<file path="config.mk">
export PLATFORM = sky130hd
export DESIGN_NAME = remote_cmd_tx_flat
export DESIGN_NICKNAME = d
export VERILOG_FILES = /design/src/rtl/remote_cmd_tx_if.sv /design/src/rtl/remote_cmd_tx.sv /design/src/flat_wrapper.sv
export SDC_FILE = /design/constraint.sdc
export NUM_CORES = 1
export LEC_CHECK = 0
export BUFFER_PORTS_ARGS = -buffer_cell sky130_fd_sc_hd__buf_2
export CORE_UTILIZATION = 55
export DETAILED_ROUTE_END_ITERATION = 7
export GPL_TIMING_DRIVEN = 0
export PLACE_DENSITY = 0.78
export SLEW_MARGIN = 20
export SYNTH_ARGS = -nofsm -noshare
export SYNTH_HDL_FRONTEND = slang
export SYNTH_SLANG_ARGS = --single-unit
</file>
<file path="constraint.sdc">
create_clock -name clk -period 2.55 [get_ports clk]
set_clock_uncertainty 0.15 [all_clocks]
set_input_delay 0.1275 -clock clk [delete_from_list [all_inputs] [get_ports clk]]
set_output_delay 0.1275 -clock clk [all_outputs]
set_load 0.005 [all_outputs]
</file>
<file path="src/rtl/remote_cmd_tx_if.sv">
`default_nettype none
// ============================================================================
//  Module      : remote_cmd_tx_if
//  Description : Host-side command bus and UART transmit/receive handshake
//                bundle for the remote command transmitter.
//  Revision    : 1.0 - initial release
// ============================================================================
interface remote_cmd_tx_if #(
    parameter int NUM_BYTES = 2
) ();

    // host request side
    logic                   snd_cmd;
    logic [8*NUM_BYTES-1:0] cmd;
    logic                   busy;
    logic                   cmd_snt;
    logic [7:0]             resp;
    logic                   resp_vld;
    logic                   timeout;

    // UART side
    logic                   trmt;
    logic [7:0]             tx_data;
    logic                   tx_done;
    logic                   rx_rdy;
    logic [7:0]             rx_data;
    logic                   clr_rx_rdy;

    // transmitter view
    modport master (
        input  snd_cmd, cmd, tx_done, rx_rdy, rx_data,
        output trmt, tx_data, clr_rx_rdy, busy, cmd_snt, resp, resp_vld, timeout
    );

    // environment view (host controller + UART)
    modport slave (
        output snd_cmd, cmd, tx_done, rx_rdy, rx_data,
        input  trmt, tx_data, clr_rx_rdy, busy, cmd_snt, resp, resp_vld, timeout
    );

endinterface
`default_nettype wire

</file>
<file path="src/rtl/remote_cmd_tx.sv">
`default_nettype none
// ============================================================================
//  Module      : remote_cmd_tx
//  Description : Serialises a NUM_BYTES command onto a byte-wide UART transmit
//                handshake, then optionally waits (with timeout) for a single
//                response byte from the UART receiver.
//  Revision    : 1.0 - initial release
// ============================================================================
module remote_cmd_tx #(
    parameter int NUM_BYTES  = 2,
    parameter int MSB_FIRST  = 1,
    parameter int WAIT_RESP  = 1,
    parameter int TMO_CYCLES = 50000000
) (
    input  logic                 clk,
    input  logic                 rst_n,
    remote_cmd_tx_if.master      bus
);

    localparam int CMD_W = 8 * NUM_BYTES;
    localparam int CNT_W = $clog2(NUM_BYTES) + 1;
    localparam int TMR_W = (TMO_CYCLES > 1) ? $clog2(TMO_CYCLES) : 1;

    localparam logic [CNT_W-1:0] LAST_IDX = CNT_W'(NUM_BYTES - 1);
    localparam logic [TMR_W-1:0] TMR_LAST = TMR_W'(TMO_CYCLES - 1);

    localparam logic [1:0] S_IDLE      = 2'd0;
    localparam logic [1:0] S_SEND      = 2'd1;
    localparam logic [1:0] S_WAIT_TX   = 2'd2;
    localparam logic [1:0] S_WAIT_RESP = 2'd3;

    logic [1:0]       state_q,    state_d;
    logic [CMD_W-1:0] shreg_q,    shreg_d;
    logic [CNT_W-1:0] cnt_q,      cnt_d;
    logic [TMR_W-1:0] timer_q,    timer_d;
    logic             trmt_q,     trmt_d;
    logic [7:0]       tx_data_q,  tx_data_d;
    logic             clr_q,      clr_d;
    logic             cmd_snt_q,  cmd_snt_d;
    logic [7:0]       resp_q,     resp_d;
    logic             resp_vld_q, resp_vld_d;
    logic             timeout_q,  timeout_d;

    logic [CMD_W-1:0] w_shreg_adv;   // shift register advanced by one byte
    logic [7:0]       w_cmd_byte;    // first byte to send, taken straight from cmd
    logic [7:0]       w_adv_byte;    // next byte to send after advancing
    logic             w_last_byte;
    logic             w_tmr_hit;

    // Byte order only changes which end of the shift register is consumed.
    generate
        if (MSB_FIRST != 0) begin : g_msb_first
            assign w_shreg_adv = shreg_q << 8;
            assign w_cmd_byte  = bus.cmd[CMD_W-1 -: 8];
            assign w_adv_byte  = w_shreg_adv[CMD_W-1 -: 8];
        end else begin : g_lsb_first
            assign w_shreg_adv = shreg_q >> 8;
            assign w_cmd_byte  = bus.cmd[7:0];
            assign w_adv_byte  = w_shreg_adv[7:0];
        end
    endgenerate

    assign w_last_byte = (cnt_q == LAST_IDX);
    assign w_tmr_hit   = (timer_q == TMR_LAST);

    // State register.
    always_ff @(posedge clk or negedge rst_n) begin
        if (!rst_n) begin
            state_q <= S_IDLE;
        end else begin
            state_q <= state_d;
        end
    end

    // Next-state decode; snd_cmd is only honoured in IDLE, tx_done only in WAIT_TX.
    always_comb begin
        state_d = state_q;
        case (state_q)
            S_IDLE:      if (bus.snd_cmd) state_d = S_SEND;
            S_SEND:      state_d = S_WAIT_TX;
            S_WAIT_TX: begin
                if (bus.tx_done) begin
                    if (!w_last_byte)        state_d = S_SEND;
                    else if (WAIT_RESP != 0) state_d = S_WAIT_RESP;
                    else                     state_d = S_IDLE;
                end
            end
            S_WAIT_RESP: if (bus.rx_rdy || w_tmr_hit) state_d = S_IDLE;
            default:     state_d = S_IDLE;
        endcase
    end

    // Next values of the datapath and registered outputs; pulses default low.
    always_comb begin
        shreg_d    = shreg_q;
        cnt_d      = cnt_q;
        timer_d    = timer_q;
        trmt_d     = 1'b0;
        tx_data_d  = tx_data_q;
        clr_d      = 1'b0;
        cmd_snt_d  = cmd_snt_q;
        resp_d     = resp_q;
        resp_vld_d = 1'b0;
        timeout_d  = 1'b0;
        case (state_q)
            S_IDLE: begin
                if (bus.snd_cmd) begin
                    shreg_d   = bus.cmd;
                    cnt_d     = '0;
                    cmd_snt_d = 1'b0;
                    trmt_d    = 1'b1;        // registered, so it is high in SEND
                    tx_data_d = w_cmd_byte;
                end
            end
            S_WAIT_TX: begin
                if (bus.tx_done) begin
                    if (w_last_byte) begin
                        cmd_snt_d = 1'b1;
                        timer_d   = '0;
                    end else begin
                        shreg_d   = w_shreg_adv;
                        cnt_d     = cnt_q + 1'b1;
                        trmt_d    = 1'b1;
                        tx_data_d = w_adv_byte;
                    end
                end
            end
            S_WAIT_RESP: begin
                // A pending byte beats an expiring timer in the same cycle.
                if (bus.rx_rdy) begin
                    resp_d     = bus.rx_data;
                    resp_vld_d = 1'b1;
                    clr_d      = 1'b1;
                end else if (w_tmr_hit) begin
                    timeout_d  = 1'b1;
                end else begin
                    timer_d    = timer_q + 1'b1;
                end
            end
            default: ;
        endcase
    end

    // Datapath and output registers.
    always_ff @(posedge clk or negedge rst_n) begin
        if (!rst_n) begin
            shreg_q    <= '0;
            cnt_q      <= '0;
            timer_q    <= '0;
            trmt_q     <= 1'b0;
            tx_data_q  <= 8'h00;
            clr_q      <= 1'b0;
            cmd_snt_q  <= 1'b0;
            resp_q     <= 8'h00;
            resp_vld_q <= 1'b0;
            timeout_q  <= 1'b0;
        end else begin
            shreg_q    <= shreg_d;
            cnt_q      <= cnt_d;
            timer_q    <= timer_d;
            trmt_q     <= trmt_d;
            tx_data_q  <= tx_data_d;
            clr_q      <= clr_d;
            cmd_snt_q  <= cmd_snt_d;
            resp_q     <= resp_d;
            resp_vld_q <= resp_vld_d;
            timeout_q  <= timeout_d;
        end
    end

    assign bus.busy       = (state_q != S_IDLE);
    assign bus.trmt       = trmt_q;
    assign bus.tx_data    = tx_data_q;
    assign bus.clr_rx_rdy = clr_q;
    assign bus.cmd_snt    = cmd_snt_q;
    assign bus.resp       = resp_q;
    assign bus.resp_vld   = resp_vld_q;
    assign bus.timeout    = timeout_q;

endmodule
`default_nettype wire

</file>
<file path="src/flat_wrapper.sv">
// flat-port wrapper written by rule: the top's interface ports become plain ports
module remote_cmd_tx_flat 
#(
    parameter int NUM_BYTES  = 2,
    parameter int MSB_FIRST  = 1,
    parameter int WAIT_RESP  = 1,
    parameter int TMO_CYCLES = 50000000
)
  (clk, rst_n, bus_snd_cmd, bus_cmd, bus_tx_done, bus_rx_rdy, bus_rx_data, bus_trmt, bus_tx_data, bus_clr_rx_rdy, bus_busy, bus_cmd_snt, bus_resp, bus_resp_vld, bus_timeout);
  remote_cmd_tx_if #(.NUM_BYTES(NUM_BYTES)) bus_i ();
  input  logic clk;
  input  logic rst_n;
  input wire logic [$bits(bus_i.snd_cmd)-1:0] bus_snd_cmd;
  input wire logic [$bits(bus_i.cmd)-1:0] bus_cmd;
  input wire logic [$bits(bus_i.tx_done)-1:0] bus_tx_done;
  input wire logic [$bits(bus_i.rx_rdy)-1:0] bus_rx_rdy;
  input wire logic [$bits(bus_i.rx_data)-1:0] bus_rx_data;
  output wire logic [$bits(bus_i.trmt)-1:0] bus_trmt;
  output wire logic [$bits(bus_i.tx_data)-1:0] bus_tx_data;
  output wire logic [$bits(bus_i.clr_rx_rdy)-1:0] bus_clr_rx_rdy;
  output wire logic [$bits(bus_i.busy)-1:0] bus_busy;
  output wire logic [$bits(bus_i.cmd_snt)-1:0] bus_cmd_snt;
  output wire logic [$bits(bus_i.resp)-1:0] bus_resp;
  output wire logic [$bits(bus_i.resp_vld)-1:0] bus_resp_vld;
  output wire logic [$bits(bus_i.timeout)-1:0] bus_timeout;
  assign bus_i.snd_cmd = bus_snd_cmd;
  assign bus_i.cmd = bus_cmd;
  assign bus_i.tx_done = bus_tx_done;
  assign bus_i.rx_rdy = bus_rx_rdy;
  assign bus_i.rx_data = bus_rx_data;
  assign bus_trmt = bus_i.trmt;
  assign bus_tx_data = bus_i.tx_data;
  assign bus_clr_rx_rdy = bus_i.clr_rx_rdy;
  assign bus_busy = bus_i.busy;
  assign bus_cmd_snt = bus_i.cmd_snt;
  assign bus_resp = bus_i.resp;
  assign bus_resp_vld = bus_i.resp_vld;
  assign bus_timeout = bus_i.timeout;
  remote_cmd_tx #(.NUM_BYTES(NUM_BYTES), .MSB_FIRST(MSB_FIRST), .WAIT_RESP(WAIT_RESP), .TMO_CYCLES(TMO_CYCLES)) u_core (.clk(clk), .rst_n(rst_n), .bus(bus_i));
endmodule
</file>
# [After elaboration in Yosys (flattened, before gate mapping)]
# Index checks and enable logic that the tools add are counted.
[classes] n_addsub=2 eq_ne=12 n_mux=35 reduce_logical=10
[op_table] op="$mux W26" count=4
[op_table] op="$pmux W26 S2" count=1
[op_table] op="$mux W8" count=6
[op_table] op="$pmux W8 S2" count=2
[op_table] op="$add A26 B1 Y26 const B" count=1
[op_table] op="$eq A26 B26 Y1 const B" count=1
[op_table] op="$mux W2" count=7
[op_table] op="$mux W1" count=11
[op_table] op="$ne A2 B2 Y1 const B" count=5
[op_table] op="$pmux W2 S4" count=1
[op_table] op="$reduce_and A4 Y1" count=2
[op_table] op="$reduce_bool A2 Y1" count=3
[op_table] op="$reduce_and A5 Y1" count=1
[op_table] op="$eq A2 B1 Y1 const B" count=2
[op_table] op="$eq A2 B2 Y1 const B" count=2
[op_table] op="$ne A2 B1 Y1 const B" count=2
[op_table] op="$pmux W1 S2" count=2
[op_table] op="$pmux W2 S2" count=1
[op_table] op="$reduce_and A3 Y1" count=1
[op_table] op="$add A2 B1 Y2 const B" count=1
[op_table] op="$logic_not A2 Y1" count=1
[op_table] op="$reduce_and A2 Y1" count=1
[op_table] op="$logic_or A1 B1 Y1" count=1
[totals] ff_bits=58 inputBits=29 output_inout_bits=22 wordCells=69

# [Longest topological paths before layout]
[logic_depth] depth_word=4 mapped_depth=9 depth_no_buf=7

# [Worst setup path before layout]
# Ideal clock, no wire load.
[synth_timing] kind="register to register" from="register u_core.timer_q[0]" to="register u_core.timer_q[13]" setup_ns=0.125 t_arrival_ns=1.749 path_slack_ns=0.526 stages_incl_launch_ff=8 n_path_buf=1 synth_period_minus_slack_ns=2.024 path_cell_list="dfrtp_1 ha_1 and3_1 and4_1 a211oi_2 buf_6 o22ai_1 mux2_2"
[synth_via] elab_chain_cells=4
[synth_lines] item="start: declaration" line="remote_cmd_tx.sv:35" text="logic [TMR_W-1:0] timer_q, timer_d;"
[synth_lines] item="start signal: assignment" line="remote_cmd_tx.sv:160" text="timer_q <= timer_d;"
[synth_lines] item="$add A26 B1 Y26" line="remote_cmd_tx.sv:137" text="timer_d = timer_q + 1'b1;"
[synth_lines] item="$mux W26" line="remote_cmd_tx.sv:134" text="end else if (w_tmr_hit) begin"
[synth_lines] item="$mux W26" line="remote_cmd_tx.sv:130" text="if (bus.rx_rdy) begin"
[synth_lines] item="$pmux W26 S2" line="remote_cmd_tx.sv:105" text="case (state_q)"
# Several ways; a longest one is shown, not always the timed one. The select of a mux whose other input is x is not followed.
# A chain may end at the register's enable or synchronous reset.

# [Final worst setup path]
[layout_timing] from="register u_core.timer_q[0]" to="register u_core.timer_q[9]"
# Same word-level chain as after synthesis.

==> summary by stage <==
Status
The run finished with clean final reports.

Clock network
Post-CTS repair changed the size of 0 cells. The latest clock arrival within the worst-skew pair is 0.35 ns. The number of buffers on the longest clock path is 2. The H-tree generated during clock tree synthesis spans 3 levels. The clock-pin slew of the registers on the worst-case setup and hold paths is 0.07 ns.

Clock tree synthesis found a total of 58 sinks. TritonCTS created 9 clock buffers. The root buffer cell is sky130_fd_sc_hd__clkbuf_8. The clock tree from TritonCTS is yes.

Route
The final wirelength is 7.33 mm. The post-detailed-route DRC marker count is 0. Summing over every cut layer, the via total after detailed routing is 2692. The average routed wire per standard cell is 16.1 um. The first detailed-routing pass took 4 iterations. The iteration-0 DRC count of the detailed router is 264. The routed design uses 3.55 mm of met2 wire. The highest routed metal layer is met4. In this run the remaining antenna-violating nets after routing total 0. The met1 wire length is 3.23 mm. Detailed routing placed a total of 412 um of wire on met3.

Using the TritonRoute via totals, the vias-per-cell ratio works out to 5.92.

Synth
The count of cell types in the netlist is 44. The portion of the post-synthesis area used by sequential elements is 49.5%. After synthesis the cells add up to 2930 sq um. The flip-flop and latch count after synthesis is 58.

The synthesized area divided by synthesized cell count is 10.1 sq um. When the netlist entered floorplanning its net count stood at 322. The synthesized instance count is 291. Among all cell types in the netlist, the one instantiated most often is sky130_fd_sc_hd__dfrtp_1. In the post-synthesis netlist, the biggest area contributors are sky130_fd_sc_hd__dfrtp_1, sky130_fd_sc_hd__nand2_1, sky130_fd_sc_hd__mux2i_1, sky130_fd_sc_hd__mux2_2, sky130_fd_sc_hd__a22o_1.

The share of synthesized area in the top cell type comes to 49.5%. For this run, asynchronously set or reset flops after synthesis account for 100%. During synthesis, Yosys emitted a total of 0 warnings. In the synthesized netlist, the cells that appear most often are sky130_fd_sc_hd__dfrtp_1, sky130_fd_sc_hd__nand2_1, sky130_fd_sc_hd__o21ai_0. The number of enable-type register cells in the synthesized netlist is 0. For this run, the leading register cell type out of synthesis is sky130_fd_sc_hd__dfrtp_1. The largest total area in the synthesized netlist belongs to sky130_fd_sc_hd__dfrtp_1.

Global routing
The maximum number of pins on one net before global-route repair is 59. The wire length of the first global-routing pass is 11.3 mm. The number of global-route vias before repair was 2396. The initial antenna violation count was 0. After global routing the overflow that remains totals 0. The global-route total usage across every layer is 27.9%.

Cells and area
Fill cells in the final layout number 368. The fraction of layout cells with a size suffix above 1 is 25.5%. Once layout is complete, the cells apart from fillers number 455.

The antenna diode count is 0. The end-of-flow core utilization is 73.8%. From synthesis to final layout, the design area changed by 28.7%. The final layout net count is 411.

Worst setup path
The cell with the largest stage delay on the worst path is sky130_fd_sc_hd__dfrtp_1. The worst setup path is captured at a register. The maximum net fanout on the critical path is 10. On the worst path, the slowest cell contributes a delay of 0.42 ns. The critical path is of the reg -> reg type. Together, buffers and inverters on the worst path number 1. The critical path goes through ha_1, and3_1, and4_1, a211oi_2, buf_2, a41oi_1, a31oi_1. The data arrival time of the critical path is 2.41 ns. STA classifies the critical path startpoint as a register.

The family of cells with the greatest summed delay on the critical path is compound AO/OA/AOI/OAI gates. For the worst setup path, the data required time is 2.66 ns.

Power and ir drop
The net switching power figure is 0.00114 W. The fraction of power spent switching nets is 33.5%. Power spread over the standard cell area amounts to 907 nW/um^2. The cell leakage power is 1.72 nW. The fraction of power consumed by the clock network is 28.1%. The internal portion of the total power is 0.00228 W.

In this run, the combinational gates consume 32.5% of the power. The register share of total power is 39.4%. The maximum vdd ir drop is 0.646 mV.

Floorplan
The die outline area is 5620 sq um. The area of the placeable core is 5110 sq um. The floorplan step set the die width to 75.0 um. In this run the count of I/O pins placed on the die edge is 51.

The vertical die dimension is 75.0 um. The initialized floorplan defines 26 standard-cell rows. The initial core utilization is 57.4%.

Timing
Based on the critical path, the design can be clocked at up to 0.434 GHz. The worst hold-check slack is 0.0886 ns. In the finished design, the share of the clock period the worst path needs comes to 90.3%. Setup violations remaining at the end of the flow were counted as 0. The total count of max-transition violations in the final report is 0. After routing, the total negative slack on setup checks comes to 0 ns. The pin slew with the least headroom to its limit is 0.941 ns. The clock period could shrink to 2.30 ns. Setup repair after global routing left no endpoint under its margin.

The count of endpoints failing hold in the final timing report is 0. Measured against its own limit, the worst slew margin works out to 36.7%.

Placement
After detailed placement, the design holds a cell count of 411. The half-perimeter wire length after detailed placement is 4.52 mm. Routability-driven placement finished with a final weighted congestion of 0.876. The number of input and output port buffers inserted is 50.

Flow run
The count of maximum capacitance violations is 0.

Worst hold path
The min-delay analysis places its worst path in the category in -> reg.
power by group through the flow:
stage / logic (W) / registers, W / clock network [W]
after floorplan: 0.000685 / 0.00134 / 0
after global placement: 0.00102 / 0.00134 / 0
after detailed placement: 0.00105 / 0.00136 / 0
after CTS: 0.00110 / 0.00134 / 0.000961
after global routing: 0.00124 / 0.00139 / 0.000998
final: 0.00111 / 0.00135 / 0.000960
logic make-up after synthesis:
group | Yosys count | synth area share, %
simple gates | 114 | 21.0
compound gates | 73 | 16.3
flops | 58 | 49.5
buf+inv | 22 | 4.40
mux | 22 | 7.94
fa+ha+maj | 2 | 0.854
timing repair:
action	4_1_cts	5_1_grt
hold buffers	28	0
buffers inserted	0	0
endpoints found under the hold margin	85	0
cell usage in the layout, fill, tap and decap left out, types with 6 or more instances in the layout:
| cell | n |
|---|---|
| sky130_fd_sc_hd__nand3_1 | 17 |
| sky130_fd_sc_hd__dlygate4sd3_1 | 28 |
| sky130_fd_sc_hd__nand2_1 | 35 |
| sky130_fd_sc_hd__buf_2 | 53 |
| sky130_fd_sc_hd__dfrtp_1 | 58 |
| sky130_fd_sc_hd__nor3_1 | 12 |
| sky130_fd_sc_hd__a31oi_1 | 15 |
| sky130_fd_sc_hd__clkbuf_1 | 6 |
| sky130_fd_sc_hd__a22o_1 | 11 |
| sky130_fd_sc_hd__mux2_2 | 10 |
| sky130_fd_sc_hd__mux2i_1 | 12 |
| sky130_fd_sc_hd__and3_1 | 7 |
| sky130_fd_sc_hd__clkbuf_8 | 10 |
| sky130_fd_sc_hd__buf_4 | 6 |
| sky130_fd_sc_hd__nor2_1 | 10 |
| sky130_fd_sc_hd__a21oi_1 | 11 |
| sky130_fd_sc_hd__o21ai_0 | 18 |
worst reg2reg max path, delay by kind of cell (launching register included):
family / cells / cell delay (ns)
adder cells (fa/ha/maj): 1 / 0.24
AO/OA/AOI/OAI: 3 / 0.70
AND/OR/NAND/NOR: 2 / 0.41
buffers and inverters: 1 / 0.31
flip-flops: 1 / 0.42
sequential cells by signal, summed over array words and instances (netlist names):
signal / cells
u_core.timer_q: 26
u_core.bus.resp: 8
u_core.bus.tx_data: 8
u_core.shreg_q: 8
u_core.cnt_q: 2
u_core.state_q: 2
u_core.bus.cmd_snt: 1
u_core.bus.resp_vld: 1
u_core.bus.timeout: 1
u_core.bus.trmt: 1
stage by stage:
| step | worst slack (ns) | area [sq um] | total power [W] |
|---|---|---|---|
| after detailed placement | 0.281 | 3270 | 0.00241 |
| after global placement | 0.289 | 3270 | 0.00236 |
| after global routing | 0.119 | 3770 | 0.00363 |
| after CTS | 0.259 | 3770 | 0.00340 |
| after floorplan | 0.526 | 2930 | 0.00203 |
| final | 0.246 | 3770 | 0.00342 |
layout make-up:
class / count / area [sq um] / area share [%]
Buffer: 17 / 110 / 2.92
Clock buffer: 11 / 141 / 3.75
Inverter: 5 / 18.8 / 0.498
Timing Repair Buffer: 78 / 533 / 14.1
Tap cell: 70 / 87.6 / 2.32
Clock inverter: 5 / 77.6 / 2.06
Multi-Input combinational cell: 211 / 1350 / 35.8
Sequential cell: 58 / 1450 / 38.5
per-layer routing:
metal	vias to the layer above	GRT usage (%)
met3	15	6.29
li1	1260	-
met2	100	42.4
met4	0	14.3
met5	-	0
met1	1317	37.8
path summary, 6_finish.rpt:
path                                              startpoint                                 to  slack, ns  cells past startpoint
hold / removal                                   bus_snd_cmd      u_core.state_q[0]$_DFFE_PN0P_       0.09                      4
max in group asynchronous                              rst_n  u_core.bus.tx_data[3]$_DFFE_PN0P_       1.54                      2
setup reg to reg               u_core.timer_q[0]$_DFFE_PN0P_      u_core.timer_q[9]$_DFFE_PN0P_       0.25                      7
setup / recovery               u_core.timer_q[0]$_DFFE_PN0P_      u_core.timer_q[9]$_DFFE_PN0P_       0.25                      7
min in group asynchronous                              rst_n     u_core.timer_q[19]$_DFFE_PN0P_       0.24                      2
hold reg to reg            u_core.bus.tx_data[7]$_DFFE_PN0P_  u_core.bus.tx_data[7]$_DFFE_PN0P_       0.32                      2
Note: power is estimated with default switching activity, not from simulation.
